$ cat src/rtl/face_buf_ctrl.sv
// face_buf_ctrl: fills the face-image buffer with one frame from an upstream
// valid/ready stream, then shares the buffer's single read port between the
// mean-subtraction unit (requester 0) and the projection/distance unit
// (requester 1) using round-robin arbitration.
module face_buf_ctrl #(
  parameter int N  = 1024,
  parameter int AW = 18
) (
  input  logic          clk,
  input  logic          reset,
  input  logic          start,
  input  logic          in_valid,
  input  logic [31:0]   in_data,
  output logic          in_ready,
  output logic          fill_done,
  output logic [AW-1:0] wr_count,
  input  logic          rq0_req,
  input  logic [AW-1:0] rq0_addr,
  output logic          rq0_gnt,
  output logic          rq0_rvalid,
  input  logic          rq1_req,
  input  logic [AW-1:0] rq1_addr,
  output logic          rq1_gnt,
  output logic          rq1_rvalid,
  output logic [31:0]   rd_data,
  output logic          rd_err,
  output logic          mem_w_en,
  output logic [AW-1:0] mem_w_add,
  output logic [31:0]   mem_w_data,
  output logic          mem_r_en,
  output logic [AW-1:0] mem_r_add,
  input  logic [31:0]   mem_r_data
);

  typedef enum logic [1:0] {
    ST_IDLE  = 2'd0,
    ST_FILL  = 2'd1,
    ST_SERVE = 2'd2
  } state_t;

  // Frame depth and last fill address, sized to the address width so all
  // comparisons are unsigned over the full AW bits.
  localparam logic [AW-1:0] C_DEPTH = AW'(N);
  localparam logic [AW-1:0] C_LAST  = AW'(N - 1);
  localparam logic [AW-1:0] C_ONE   = AW'(1);

  state_t          r_state;
  state_t          w_state_nxt;
  logic [AW-1:0]   r_wr_count;
  logic [AW-1:0]   w_wr_count_nxt;
  logic            r_last;        // requester granted most recently
  logic            w_last_nxt;
  logic            r_rvalid0;
  logic            r_rvalid1;
  logic            r_rd_err;
  logic            w_gnt0;
  logic            w_gnt1;
  logic            w_wr;
  logic [AW-1:0]   w_sel_addr;
  logic            w_sel_oob;

  // Next-state, fill write enable and round-robin grant decision.
  always_comb begin
    w_state_nxt    = r_state;
    w_wr_count_nxt = r_wr_count;
    w_gnt0         = 1'b0;
    w_gnt1         = 1'b0;
    w_wr           = 1'b0;
    in_ready       = 1'b0;
    case (r_state)
      ST_IDLE: begin
        if (start) begin
          w_state_nxt    = ST_FILL;
          w_wr_count_nxt = '0;
        end else begin
          w_state_nxt    = ST_IDLE;
        end
      end
      ST_FILL: begin
        in_ready = 1'b1;
        if (in_valid) begin
          w_wr           = 1'b1;
          w_wr_count_nxt = r_wr_count + C_ONE;
          if (r_wr_count == C_LAST) begin
            w_state_nxt = ST_SERVE;
          end else begin
            w_state_nxt = ST_FILL;
          end
        end else begin
          w_state_nxt = ST_FILL;
        end
      end
      ST_SERVE: begin
        if (start) begin
          // A refill request takes the cycle: nothing is granted.
          w_state_nxt    = ST_FILL;
          w_wr_count_nxt = '0;
        end else if (rq0_req && rq1_req) begin
          if (r_last) begin
            w_gnt0 = 1'b1;
          end else begin
            w_gnt1 = 1'b1;
          end
        end else if (rq0_req) begin
          w_gnt0 = 1'b1;
        end else if (rq1_req) begin
          w_gnt1 = 1'b1;
        end else begin
          w_state_nxt = ST_SERVE;
        end
      end
      default: begin
        w_state_nxt    = ST_IDLE;
        w_wr_count_nxt = '0;
      end
    endcase
  end

  // Round-robin pointer follows whichever requester was just granted.
  always_comb begin
    w_last_nxt = r_last;
    if (w_gnt0) begin
      w_last_nxt = 1'b0;
    end else if (w_gnt1) begin
      w_last_nxt = 1'b1;
    end else begin
      w_last_nxt = r_last;
    end
  end

  // Read-port steering: granted address drives the memory unless out of range.
  always_comb begin
    w_sel_addr = '0;
    if (w_gnt1) begin
      w_sel_addr = rq1_addr;
    end else if (w_gnt0) begin
      w_sel_addr = rq0_addr;
    end else begin
      w_sel_addr = '0;
    end
  end

  assign w_sel_oob  = (w_sel_addr >= C_DEPTH);
  assign rq0_gnt    = w_gnt0;
  assign rq1_gnt    = w_gnt1;
  assign mem_r_add  = w_sel_addr;
  assign mem_r_en   = (w_gnt0 | w_gnt1) & ~w_sel_oob;

  // Write port is a straight pass-through of the accepted upstream word.
  assign mem_w_en   = w_wr;
  assign mem_w_add  = w_wr ? r_wr_count : '0;
  assign mem_w_data = w_wr ? in_data : 32'd0;

  assign wr_count   = r_wr_count;
  assign fill_done  = (r_state == ST_SERVE);
  assign rq0_rvalid = r_rvalid0;
  assign rq1_rvalid = r_rvalid1;
  assign rd_err     = r_rd_err;
  // Shared read data is forced to zero for an out-of-range read and when idle.
  assign rd_data    = ((r_rvalid0 | r_rvalid1) & ~r_rd_err) ? mem_r_data : 32'd0;

  // State, fill counter, arbitration pointer and read-completion flags.
  always_ff @(posedge clk or posedge reset) begin
    if (reset) begin
      r_state    <= ST_IDLE;
      r_wr_count <= '0;
      r_last     <= 1'b1;
      r_rvalid0  <= 1'b0;
      r_rvalid1  <= 1'b0;
      r_rd_err   <= 1'b0;
    end else begin
      r_state    <= w_state_nxt;
      r_wr_count <= w_wr_count_nxt;
      r_last     <= w_last_nxt;
      r_rvalid0  <= w_gnt0;
      r_rvalid1  <= w_gnt1;
      r_rd_err   <= (w_gnt0 | w_gnt1) & w_sel_oob;
    end
  end

endmodule

$ cat config.mk
export PLATFORM = sky130hd
export DESIGN_NAME = face_buf_ctrl
export DESIGN_NICKNAME = d
export VERILOG_FILES = /design/src/rtl/face_buf_ctrl.sv
export SDC_FILE = /design/constraint.sdc
export NUM_CORES = 1
export LEC_CHECK = 0
export BUFFER_PORTS_ARGS = -buffer_cell sky130_fd_sc_hd__buf_2
export CORE_AREA = 2 2 90 92
export CTS_BUF_LIST = sky130_fd_sc_hd__clkbuf_8 sky130_fd_sc_hd__clkbuf_16
export DETAILED_ROUTE_END_ITERATION = 8
export DIE_AREA = 0 0 92 94
export HOLD_SLACK_MARGIN = 0.03
export PLACE_DENSITY = 0.68
export SLEW_MARGIN = 25
export SYNTH_ARGS = -nofsm -noshare
export SYNTH_HDL_FRONTEND = slang
export SYNTH_SLANG_ARGS = --single-unit
$ cat constraint.sdc
create_clock -name clk -period 2.1 [get_ports clk]
set_clock_uncertainty 0.2 [all_clocks]
set_input_delay 0.42 -clock clk [delete_from_list [all_inputs] [get_ports clk]]
set_output_delay 0.42 -clock clk [all_outputs]
set_load 0.03 [all_outputs]
==> reports/qor.yml, run 1 <==
sta:
  layout_min_cycle_time_ns: 2.29
  max_freq_mhz: 436
  maxSlewHeadroom_pct: 73.9
  hold_viol: 0
  final_max_slew_viol_count: 0
  hold_slack_ns: 0.255
  finalCritPeriodShare_pct: 109
  worst_pin_slew_ns: 0.387
  rsz0062_at_grt: "true"
  setup_violations: 72
  setup_slack_ns: -0.193
cts:
  cts.path.max_buffers: 2
  cts_tree: "built"
  cts_made_buffers: 3
  clk_latency_ns: 0.27
  h-tree-depth: 1
  clk_pin_slew_ns: 0.09
  cts_num_sinks: 24
  cts_root_buf: "clkbuf_8"
critical_path:
  critical_path_class: "flop to output pin"
  end_kind: "output pin"
  required_ns: 1.48
  crit_fanout: 9
  cp.arrival_ns: 1.67
  cp-start-kind: "flop"
floorplan:
  dieArea_sq_um: 8650
  start_util_pct: 27.1
  die_x_um: 92
  io_pins: 233
  num_rows: 32
  die_h_um: 94
  core_sq_um: 7610
drt:
  antenna_left: 0
  vias: 3279
  first_iter_violations: 97
  wl_um: 11900
  first_pass_iters: 4
  routed_via_density: 5.14
  wire_per_inst_um: 18.6
  post-route-drc-count: 0
yosys:
  synthCells: 254
  syn_area_per_cell_sq_um: 8.10
  synth_top_cell_area_share_pct: 28.0
  ys_seq_area_share_pct: 29.2
  yosysUniqueCellTypes: 43
  synth_flop_cell: "dfrtp_1"
  syn-cell-area_sq_um: 2060
  yosys-top-cells-area: "dfrtp_1 (28%), and3_1 (15%), and2_1 (10%)"
  synth_edf_count: 0
  synth_warnings: 0
  ys_ff_latch: 24
  syn-num-nets: 361
  async_flop_share_pct: 100
  synth_top_area_cell: "dfrtp_1"
flow_run:
  drv_cap: 0
power:
  power.density_nw_per_um2: 399
  leakagePower_nw: 2.59
  peakVddDrop_mv: 0.532
grt:
  grt_antenna_before_repair: 0
  track_usage_pct: 24.1
  grt_pass1_wl_um: 16700
  grt_max_degree: 37
  grt_overflow: 0
  first_global_vias: 3127
cells_and_area:
  layout_commonest_cell: "buf_2"
  layout_common_cells: "buf_2 (156), buf_6 (81), buf_4 (44)"
  drive_gt1_share_pct: 71.3
  diodes: 0
  area_growth_pct: 137
  layout.nets: 644
  fin_util_pct: 64.2
place:
  dp_hpwl_um: 7790
  gp_congestion: 0.862
  port_buffers: 232
min_path:
  hold_path_class: "input port to flop"
run_status:
  status: "complete, but fails checks"
  violations: "negative setup slack"
area by class of cell:
type	instances	area (sq um)
fillers	621	2730
repair buffers	297	2320
multi-input cells	205	1730
flip-flops and latches	24	606
well taps	102	128
clock buffers	3	41.3
clock inverters	1	30.0
inverters	6	26.3
worst max-delay path: stages (launching register included):
cell and delay, ns:
dfrtp_2 0.45, nor3b_4 0.26, and2_4 0.24, buf_12 0.13, a22o_1 0.16, buf_6 0.14
kinds of logic after synthesis:
kind of cell    Yosys count  synth area share (%)
compound gates           47                  16.3
xor+xnor                  7                  2.98
fa+ha+maj                 1                 0.608
buf+inv                  26                  5.65
flops                    24                  29.2
mux                       1                 0.547
simple gates            148                  44.7
Yosys cell counts, types with 2 or more instances:
cell	n
a21oi_1	9
a22o_1	17
and2_1	33
and3_1	48
buf_2	3
buf_6	2
clkbuf_1	15
dfrtp_1	23
inv_1	5
nand2_1	8
nand3_1	6
nand4_1	5
nor2_1	16
nor3b_1	3
nor4_1	3
nor4b_1	3
o211ai_1	2
o21ai_0	7
o31ai_1	7
or3_1	4
or4_1	8
xnor2_1	6
final timing paths:
| kind | from | endpoint | slack, ns | cells after the start |
|---|---|---|---|---|
| hold / removal | rq0_req | r_last$_DFFE_PP1P_ | 0.26 | 3 |
| hold reg to reg | r_last$_DFFE_PP1P_ | r_last$_DFFE_PP1P_ | 0.34 | 2 |
| setup reg to reg | wr_count[4]$_DFFE_PP0P_ | wr_count[12]$_DFFE_PP0P_ | 0.03 | 5 |
| setup / recovery | r_state[0]$_DFFE_PP0P_ | mem_r_add[4] | -0.19 | 5 |
| max in group asynchronous | reset | r_last$_DFFE_PP1P_ | 0.88 | 4 |
| min in group asynchronous | reset | wr_count[6]$_DFFE_PP0P_ | 0.53 | 4 |
report_power, final:
group	switching [mW]	internal, mW	leakage, nW	total [mW]
logic	0.504	0.468	2.24	0.972
clock network	0.165	0.255	0.0357	0.420
registers	0.0550	0.503	0.319	0.558
total	0.724	1.23	2.59	1.95
flip-flops by register name, summed over array words and instances, names as in the netlist:
register and count:
rq1_rvalid 1, r_last 1, r_state 2, rd_err 1, rq0_rvalid 1, wr_count 18
metal layers:
layer  up-vias  share of wire [%]  GRT usage (%)  wire length [um]
li1       1513                  -              -                 -
met1      1577                 39           30.1              4570
met2       173                 52           44.6              6220
met3        16                7.8           4.33               926
met4         0                1.2           3.11               142
met5         -                  0              0                 0
per-stage QoR:
| step | setup TNS, ns | power [mW] | cell area (sq um) | setup WS (ns) | instances |
|---|---|---|---|---|---|
| final | -8.24 | 1.95 | 4880 | -0.193 | 638 |
| after global routing | -13.28 | 2.03 | 4880 | -0.256 | 638 |
| after CTS | -9.80 | 1.96 | 4780 | -0.203 | 630 |
| after detailed placement | -1.24 | 1.24 | 3650 | -0.253 | 604 |
| after global placement | -0.887 | 1.24 | 3650 | -0.234 | 604 |
| after floorplan | -0.0633 | 0.942 | 2170 | -0.0633 | 254 |
timing repair:
item                       in CTS  in global routing
hold endpoints to repair       23                  0
resized for setup             208                 25
setup endpoints to repair      72                110
pin swaps                      27                 16
hold buffers                    1                  0
setup buffers                  14                  8
cloned                          7                  5
(Power assumes the default switching activity.)
==> run 2, diff against run 1 <==
Settings changed: RECOVER_POWER set to 25, REMOVE_ABC_BUFFERS set to 1.
==> run 2 against run 1 <==
  * The run still ends with negative setup slack left
  * Die area stayed put
  * Global-route usage is 4.5 points lower
  * Register-to-register slack worse by 0.15 ns
  * Sequential share of layout area is 0.096 points higher
  * Core utilization is 0.76 points lower
  * Fmax is 1.6% lower
  * First-iteration DRC count is 10% higher
  * Clock power hardly changed
  * Count of clock-buffer cells in the layout stayed put
  * Largest cell class unchanged
==> reports/qor.yml, run 2 (synthesis gave the netlist of run 1 again) <==
critical_path:
  rrSetupSlack_ns: -0.12  # -0.15 ns
  worstRegToRegCells: 7  # +2
  crit_chain: "buf_2 > or4_4 > o211ai_1 > o2111ai_2 > nor2_1 > buf_4"
  worst-path-buf-inv: 2  # unchanged
  reg2reg_to: "wr_count[9]$_DFFE_PP0P_"
  cpPeakStageDelay_ns: 0.50  # +0.05 ns
  end_kind: "output pin"
  cp-start-kind: "input port"
  crit_fanout: 2  # -7
  cp.arrival_ns: 1.71  # +0.04 ns
  slowest_stage: "or4_4"
  critical_path_class: "input port to output pin"
  critical_path.top_delay_family: "simple AND/OR/NAND/NOR gates"
  r2r_start: "r_state[0]$_DFFE_PP0P_"
  required_ns: 1.48  # about the same
cells_and_area:
  area_growth_pct: 134
  layout.nets: 635  # -1.4%
  fin_util_pct: 63.4  # -0.76 points
  largest_reg_flops: 18  # unchanged
  diodes: 0  # unchanged
  layout_commonest_cell: "buf_2"
  fin_cells: 629  # -1.4%
  layout_common_cells: "buf_2 (158), buf_6 (84), and3_4 (42)"
  drive_gt1_share_pct: 70.8  # -0.49 points
sta:
  hold_viol: 0  # unchanged
  final_max_slew_viol_count: 0  # unchanged
  finalCritPeriodShare_pct: 111  # +1.7 points
  worst_pin_slew_ns: 0.645  # +0.259 ns
  rsz0062_at_grt: "true"
  layout_min_cycle_time_ns: 2.33  # +0.0363 ns
  max_freq_mhz: 429  # -1.6%
  setup_violations: 78  # +8.3%
  finalSetupTns_ns: -11.67  # -3.43 ns
  maxSlewHeadroom_pct: 57.0  # -17 points
  setup_slack_ns: -0.230  # -0.0363 ns
grt:
  grt_overflow: 0  # unchanged
  grt_max_degree: 46  # +24%
  track_usage_pct: 19.6  # -4.5 points
  grt_antenna_before_repair: 0  # unchanged
  first_global_vias: 2813  # -10%
  grt_pass1_wl_um: 13800  # -17%
cts:
  h-tree-depth: 1  # unchanged
  clk_latency_ns: 0.27  # about the same
  cts.path.max_buffers: 2  # unchanged
  cts_root_buf: "clkbuf_8"
  cts_made_buffers: 3  # unchanged
  clk_pin_slew_ns: 0.09  # about the same
  cts_num_sinks: 24  # unchanged
  cts_tree: "built"
drt:
  wire_per_inst_um: 16.9  # -9.3%
  wl_met3_um: 681  # -26%
  drt-met1-wl_um: 3890  # -15%
  highest_layer: "met4"
  wl_um: 10600  # -11%
  vias: 3180  # -3.0%
  antenna_left: 0  # unchanged
  wl_met2_um: 5810  # -6.6%
  routed_via_density: 5.06  # -1.6%
  first_iter_violations: 107  # +10%
  first_pass_iters: 4  # unchanged
  post-route-drc-count: 0  # unchanged
floorplan:
  dieArea_sq_um: 8650  # unchanged
  io_pins: 233  # unchanged
  core_sq_um: 7610  # unchanged
  start_util_pct: 27.1  # unchanged
  num_rows: 32  # unchanged
  die_x_um: 92  # unchanged
  die_h_um: 94  # unchanged
place:
  port_buffers: 232  # unchanged
  dp_hpwl_um: 6620  # -15%
  dp.cells: 599  # -0.83%
  gp_congestion: 0.828  # -4.0%
flow_run:
  drv_cap: 0  # unchanged
run_status:
  status: "complete, but fails checks"
  violations: "negative setup slack"
power:
  peakVddDrop_mv: 0.276  # -48%
  leakagePower_nw: 2.53  # -2.4%
  power.density_nw_per_um2: 405  # +1.4%
min_path:
  worst_hold_path.endpoint: "r_last$_DFFE_PP1P_"
  hold_path_class: "input port to flop"
  holdPathStages: 3  # unchanged
  min-delay-start: "rq0_req"
run 2: cell count changes in the layout (fill, tap and decap cells not counted), moves of 3 or more:
cell       delta
a21oi_1       -3
o31ai_1       -4
or4_1         -3
o31ai_2       +3
a22o_1        +8
or4_4         +3
buf_6         +3
a21oi_2       +3
clkbuf_16     +4
a22o_4        -8
nor2_1        +3
nor2_2        -3
buf_4        -14
run 2: worst max path at each step:
stage	cells past startpoint	slack, ns	from	end
2_1_floorplan	3	-0.65	r_state[0]$_DFFE_PP0P_	mem_w_add[10]
3_3_place_gp	6	-0.22	rq0_addr[16]	mem_r_en
3_5_place_dp	6	-0.27	rq0_addr[16]	mem_r_en
4_1_cts	6	-0.17	r_state[0]$_DFFE_PP0P_	mem_r_en
5_1_grt	6	-0.32	r_state[0]$_DFFE_PP0P_	mem_r_add[0]
6_report	6	-0.23	rq1_addr[14]	mem_r_en
run 2: worst reg2reg max path: stages, from the launching register on:
cell and delay, ns:
dfrtp_1 0.42, buf_6 0.13, buf_4 0.14, nor3b_4 0.15, or3_4 0.43, buf_2 0.20
or3_1 0.35, a21oi_1 0.14
run 2: metal layers:
metal,vias to the layer above,GRT usage [%]
li1,1490,-
met1,1499,21.8
met2,170,38.5
met3,21,2.33
met4,0,6.34
met5,-,0
run 2: area by class of cell:
cell class / instances / area [sq um]
Fill cell: 552 / 2780
Timing Repair Buffer: 289 / 2290
Multi-Input combinational cell: 204 / 1700
Sequential cell: 24 / 603
Tap cell: 102 / 128
Clock buffer: 3 / 41.3
Clock inverter: 1 / 30.0
Inverter: 6 / 30.0
run 2: through the flow:
stage | power [mW] | worst slack (ns) | hold WS [ns] | area, sq um
after global placement | 1.22 | -0.224 | 0.293 | 3510
after global routing | 2.04 | -0.317 | 0.252 | 4820
after CTS | 1.74 | -0.173 | 0.221 | 4100
after floorplan | 0.916 | -0.652 | 0.234 | 1960
after detailed placement | 1.22 | -0.273 | 0.294 | 3510
final | 1.95 | -0.230 | 0.235 | 4820
run 2: timing repair:
item                       in CTS  in global routing
setup endpoints to repair      73                 82
hold endpoints to repair       23                  0
hold buffers                    1                  0
pin swaps                      26                 34
setup buffers                   5                 12
cloned                          4                  7
resized for setup             130                125
run 2: report_power, final:
part           switching, mW  internal, mW  total, mW
clock                  0.162         0.255      0.417
sequential            0.0579         0.501      0.558
combinational          0.496         0.483      0.978
